<file path="src/rtl/hazard_ctrl.sv">
// hazard_ctrl -- decode-stage hazard detection and operand-forward selection
//
// Tracks what sits in the EX and MEM stages ({valid, dst, wr, load}).
// Each decode instruction is compared against both stages. The block then
// decides whether decode must stall and which source feeds each execute
// operand.
//
// Build option: define HAZARD_FWD_EN to enable EX/MEM and MEM/WB forwarding.
// With forwarding, only a load-use pair stalls, for one cycle.
// Without it, any RAW dependency on EX or MEM stalls. ALUsrc1/2 then read
// constant 00, because the register file is write-before-read.
//
// Parameter:
//   STALL_CNT_INIT  reset value of stall_count. Leave at 0 in normal use.
//                   A nonzero value lets the saturation path be brought up
//                   without tens of thousands of stall cycles.
//
// Ports:
//   clk                 rising-edge clock
//   rst                 asynchronous active-low reset
//   id_valid            decode-stage instruction present
//   id_src1, id_src2    source register indices
//   id_use1, id_use2    source actually read
//   id_dst              destination register index
//   id_wr               instruction writes id_dst
//   id_load             instruction is a memory load
//   flush               branch taken; decode instruction is discarded
//   stall               hold fetch/decode and the EX input registers
//   ALUsrc1, ALUsrc2    operand select: 00 regfile, 01 prev ALU, 10 prev mem
//   ex_bubble           EX slot holds a bubble
//   stall_count         saturating count of stall cycles
module hazard_ctrl #(
  parameter logic [15:0] STALL_CNT_INIT = 16'h0000
) (
  input  logic        clk,
  input  logic        rst,
  input  logic        id_valid,
  input  logic [2:0]  id_src1,
  input  logic [2:0]  id_src2,
  input  logic        id_use1,
  input  logic        id_use2,
  input  logic [2:0]  id_dst,
  input  logic        id_wr,
  input  logic        id_load,
  input  logic        flush,
  output logic        stall,
  output logic [1:0]  ALUsrc1,
  output logic [1:0]  ALUsrc2,
  output logic        ex_bubble,
  output logic [15:0] stall_count
);

  typedef struct packed {
    logic       valid;
    logic [2:0] dst;
    logic       wr;
    logic       load;
  } slot_t;

  typedef enum logic [1:0] {
    SRC_RF  = 2'b00,
    SRC_ALU = 2'b01,
    SRC_MEM = 2'b10
  } src_sel_e;

  // A stage produces a value the decode operand needs. Register 0 is an
  // ordinary register here, so it gets no special case.
  function automatic logic slot_match(input slot_t s, input logic use_n,
                                      input logic [2:0] src);
    return s.valid & s.wr & use_n & (s.dst == src);
  endfunction

  slot_t ex_q;
  slot_t mem_q;
  slot_t ex_d;

  logic m_ex1, m_ex2, m_mem1, m_mem2;
  logic id_live;
  logic load_ex;

  assign m_ex1  = slot_match(ex_q,  id_use1, id_src1);
  assign m_ex2  = slot_match(ex_q,  id_use2, id_src2);
  assign m_mem1 = slot_match(mem_q, id_use1, id_src1);
  assign m_mem2 = slot_match(mem_q, id_use2, id_src2);

  // flush kills the decode instruction before any hazard can hold it.
  assign id_live = id_valid & ~flush;

`ifdef HAZARD_FWD_EN
  // Only a load in EX cannot be forwarded yet.
  assign stall = id_live & (m_ex1 | m_ex2) & ex_q.load;
`else
  assign stall = id_live & (m_ex1 | m_ex2 | m_mem1 | m_mem2);
`endif

  assign load_ex = id_live & ~stall;

  always_comb begin
    ex_d = '0;
    if (load_ex) begin
      ex_d.valid = 1'b1;
      ex_d.dst   = id_dst;
      ex_d.wr    = id_wr;
      ex_d.load  = id_load;
    end
  end

  // MEM always advances, including on stall and flush cycles.
  always_ff @(posedge clk or negedge rst) begin
    if (!rst) begin
      ex_q  <= '0;
      mem_q <= '0;
    end else begin
      ex_q  <= ex_d;
      mem_q <= ex_q;
    end
  end

  assign ex_bubble = ~ex_q.valid;

`ifdef HAZARD_FWD_EN
  src_sel_e sel1_d, sel2_d;
  src_sel_e sel1_q, sel2_q;

  // The EX match is tested first, so the newest producer wins over MEM.
  // A bubble entering EX always gets register-file selects.
  always_comb begin
    sel1_d = SRC_RF;
    sel2_d = SRC_RF;
    if (load_ex) begin
      if (m_ex1 & ~ex_q.load) sel1_d = SRC_ALU;
      else if (m_mem1)        sel1_d = SRC_MEM;
      if (m_ex2 & ~ex_q.load) sel2_d = SRC_ALU;
      else if (m_mem2)        sel2_d = SRC_MEM;
    end
  end

  always_ff @(posedge clk or negedge rst) begin
    if (!rst) begin
      sel1_q <= SRC_RF;
      sel2_q <= SRC_RF;
    end else begin
      sel1_q <= sel1_d;
      sel2_q <= sel2_d;
    end
  end

  assign ALUsrc1 = sel1_q;
  assign ALUsrc2 = sel2_q;
`else
  assign ALUsrc1 = SRC_RF;
  assign ALUsrc2 = SRC_RF;
`endif

  // The MEM-stage load flag is tracked for completeness. No hazard rule
  // looks at it.
  logic unused_mem_load;
  assign unused_mem_load = mem_q.load;

  logic [15:0] cnt_q;

  always_ff @(posedge clk or negedge rst) begin
    if (!rst) begin
      cnt_q <= STALL_CNT_INIT;
    end else if (stall && (cnt_q != '1)) begin
      cnt_q <= cnt_q + 16'd1;
    end
  end

  assign stall_count = cnt_q;

endmodule

</file>
<file path="config.mk">
export PLATFORM = sky130hd
export DESIGN_NAME = hazard_ctrl
export DESIGN_NICKNAME = d
export VERILOG_FILES = /design/src/rtl/hazard_ctrl.sv
export SDC_FILE = /design/constraint.sdc
export NUM_CORES = 1
export LEC_CHECK = 0
export ABC_AREA = 1
export CAP_MARGIN = 20
export CORE_MARGIN = 3
export CORE_UTILIZATION = 38
export DETAILED_ROUTE_END_ITERATION = 12
export PLACE_DENSITY = 0.74
export SYNTH_ARGS = -nofsm -noshare
export SYNTH_HDL_FRONTEND = slang
export SYNTH_SLANG_ARGS = --single-unit
</file>
<file path="constraint.sdc">
create_clock -name clk -period 2.9 [get_ports clk]
set_clock_uncertainty 0.1 [all_clocks]
set_input_delay 0.435 -clock clk [delete_from_list [all_inputs] [get_ports clk]]
set_output_delay 0.435 -clock clk [all_outputs]
set_load 0.01 [all_outputs]
</file>
==> metrics.md <==
| Metric | Value |
|---|---|
| Status | complete, no violations |
| Die W | 71.6 um |
| Input/output buffers | 33 |
| Die Y | 71.6 um |
| Overflow after GRT | 0 |
| ANT cells | 0 |
| Leak | 1.06 nW |
| Hold depth | 0 |
| RSZ-0062 raised after global routing | false |
| Startpoint class of the critical path | input pin |
| Placed cells | 318 |
| DRC Markers | 0 |
| Syn_area_per_cell | 6.88 um^2 |
| Peak VDD IR | about 0.23 mV |
| CP startpoint | id_src2[0] |
| Hold path start | ex_q[1] |
| Buffer and inverter count on the worst path | 3 |
| TNS Setup | 0 ps |
| Layout area overhead | 26.5% |
| Commonest non-fill, non-tap cell in the layout | nand2_1 |
| Max-cap viol count | 0 |
| CP max FO | 4 |
| CTS tree | done |
| Drt total wl | 3.53 mm |
| Cell area power density | 363 mW/mm^2 |
| Top delay family on crit path | buffers and inverters |
| Final-report hold violation count | 0 |
| Nets | 291 |
| Number of library cell types mapped by synthesis | 22 |
| Fillers | ~410 |
| Setup violations, final | 0 |
| Critical path class | input pin to primary output |
| Critical Path Slowest Stage Cell | clkdlybuf4s50_1 |
| First-pass GRT wire length | approximately 6.3 mm |
| Crit-path max cell delay | ~560 ps |
| Iteration-0 DRC Markers | 99 |
| Share of cells above drive strength 1 | 0.0478 |
| Fmax | 371 MHz |
| Final core utilization | 0.507 |
| Place WS | between 100 and 150 ps |
| Clock-pin transition on the worst setup and hold timing paths | 90 ps |
| Gr usage total | 0.148 |
| Core Area | 0.00409 mm^2 |
| GPL Wtd Cong | between 0.8 and 0.9 |
| Worst path required time | 2370 ps |
| WL per Instance | 11.0 um |
| Vias | 1,555 |
| Worst-path cell chain | clkdlybuf4s50_1 > inv_1 > nand2_1 > nand2_1 > nor2_1 > nand2_1 > nand2_1 > nand2_1 > a21boi_1 > clkdlybuf4s50_1 |
| Clock network power share | 0.398 |
| Cts bufs inserted | 3 |
| #FFs+latches synth | 26 |
| CP most frequent cell | nand2_1 |
| Final std cells w/o fill | approximately 320 |
| Vias in the first global route | 1,493 |
| Switch share | 0.214 |
| Synthesized instance count | 238 |
| Fin crit period | 2700 ps |
| Syn. warnings | 0 |
| Post-route clock period utilization | 0.930 |
| Crit end category | primary output |
| Die area | ~0.0051 mm^2 |
| CP arrival | between 2000 and 2500 ps |
| Largest net degree at the start of global routing | 27 |
| Vias/cell | between 4 and 5 |
| Remaining antenna violation count | 0 |
| Setup WS post-layout | 202 ps |
| Total power | 0.751 mW |
| Post-synthesis sequential area ratio | 0.398 |
| CP Depth | 10 |
| Hold WC Path Type | flop to flop |
| Logic gate share of total power | 0.102 |
| Post-Syn Area | 0.00164 mm^2 |
| P_sw | roughly 0.16 mW |
| Fin. max-slew vios | 0 |
| Reg power frac | 0.500 |
| Worst-case reg-to-reg path depth | 9 |
| Clk Latency, worst-skew pair | 270 ps |
| Pint | around 0.59 mW |
| # rows | 23 |
| DR pass1 iterations | 4 |
| CTS max path bufs | 2 |
| Commonest non-fill, non-tap cells in the layout | 97 x nand2_1, 33 x clkdlybuf4s50_1, 32 x nor2_1 |
| Final HPWL DP | 2.60 mm |
| Initial core utilization | 0.400 |
| Initial antenna violation count | 0 |
| H-tree Lvls | 1 |
| # clock sinks | 26 |
| Ports | 39 |
| Reg-to-Reg Start | stall_count[0] |
| Root Buffer | clkbuf_8 |
==> layer usage <==
| layer | global-route usage | vias up | wire [um] |
|---|---|---|---|
| li1 | - | 802 | - |
| met1 | 0.187 | 721 | 1640 |
| met2 | 0.260 | 27 | 1720 |
| met3 | 0.0196 | 5 | 126 |
| met4 | 0.0480 | 0 | 50 |
| met5 | 0 | - | 0 |
==> metrics by stage <==
step           cell area, um^2  hold slack (ps)
2_1_floorplan             1650             39.4
3_3_place_gp              2000              257
3_5_place_dp              2000              259
4_1_cts                   2070              282
5_1_grt                   2070              295
6_report                  2070              280
==> logic make-up after synthesis <==
kind of cell,share of synthesized area
simple gates,0.430
compound gates,0.0107
other cells,0.00229
flops,0.398
xor+xnor,0.0482
buf+inv,0.103
fa+ha+maj,0.00764
==> registers in the layout, summed over array words and instances (netlist names) <==
name / cells
stall_count: 16
mem_q: 5
ex_q: 5
==> Yosys cell counts <==
cell      count  area, um^2
conb_1        1        3.75
nor2_2        1        6.26
nand4_1      18         113
inv_2         1        3.75
nand3_4       2        35.0
nor3_4        1        16.3
nor2_1       32         120
buf_2         3        15.0
buf_4         4        30.0
a21boi_0      1        7.51
dfrtp_1      26         651
nand2_1      97         364
nand3_1       5        25.0
inv_1        29         109
xor2_1        4        35.0
nand2_2       2        12.5
nor3_1        1        5.00
ha_1          1        12.5
o21ai_0       2        10.0
nand3b_1      1        7.51
buf_6         1        11.3
xnor2_1       5        43.8
==> layout make-up <==
class / instances / area (um^2) / share of cell area
multi-input combinational: 177 / 828 / 0.400
sequential: 26 / 651 / 0.314
timing repair buffer: 35 / 345 / 0.167
inverter: 30 / 113 / 0.0544
tap: 50 / 62.6 / 0.0302
clock buffer: 3 / 41.3 / 0.0199
clock inverter: 1 / 30.0 / 0.0145
==> power by group through the flow <==
| stage | registers (mW) | clock network (mW) | logic [mW] |
|---|---|---|---|
| final | 0.376 | 0.299 | 0.0763 |
| after CTS | 0.376 | 0.308 | 0.0774 |
| after detailed placement | 0.383 | 0 | 0.0769 |
| after global placement | 0.383 | 0 | 0.0760 |
| after floorplan | 0.383 | 0 | 0.0373 |
| after global routing | 0.377 | 0.322 | 0.0866 |
==> timing repair <==
item | CTS | global route
setup endpoints to repair | 0 | 1
buffers inserted | 0 | 0
hold buffers | 0 | 0
endpoints found under the hold margin | 0 | 0
resized for setup | 0 | 1
==> worst paths after layout <==
check	slack, ps	endpoint
max	200	stall
min	280	mem_q[1]
max reg2reg	1030	stall_count[13]
min reg2reg	280	mem_q[1]
max in group asynchronous	2020	ex_q[4]
min in group asynchronous	430	stall_count[9]
Note: power is estimated with default switching activity, not from simulation.
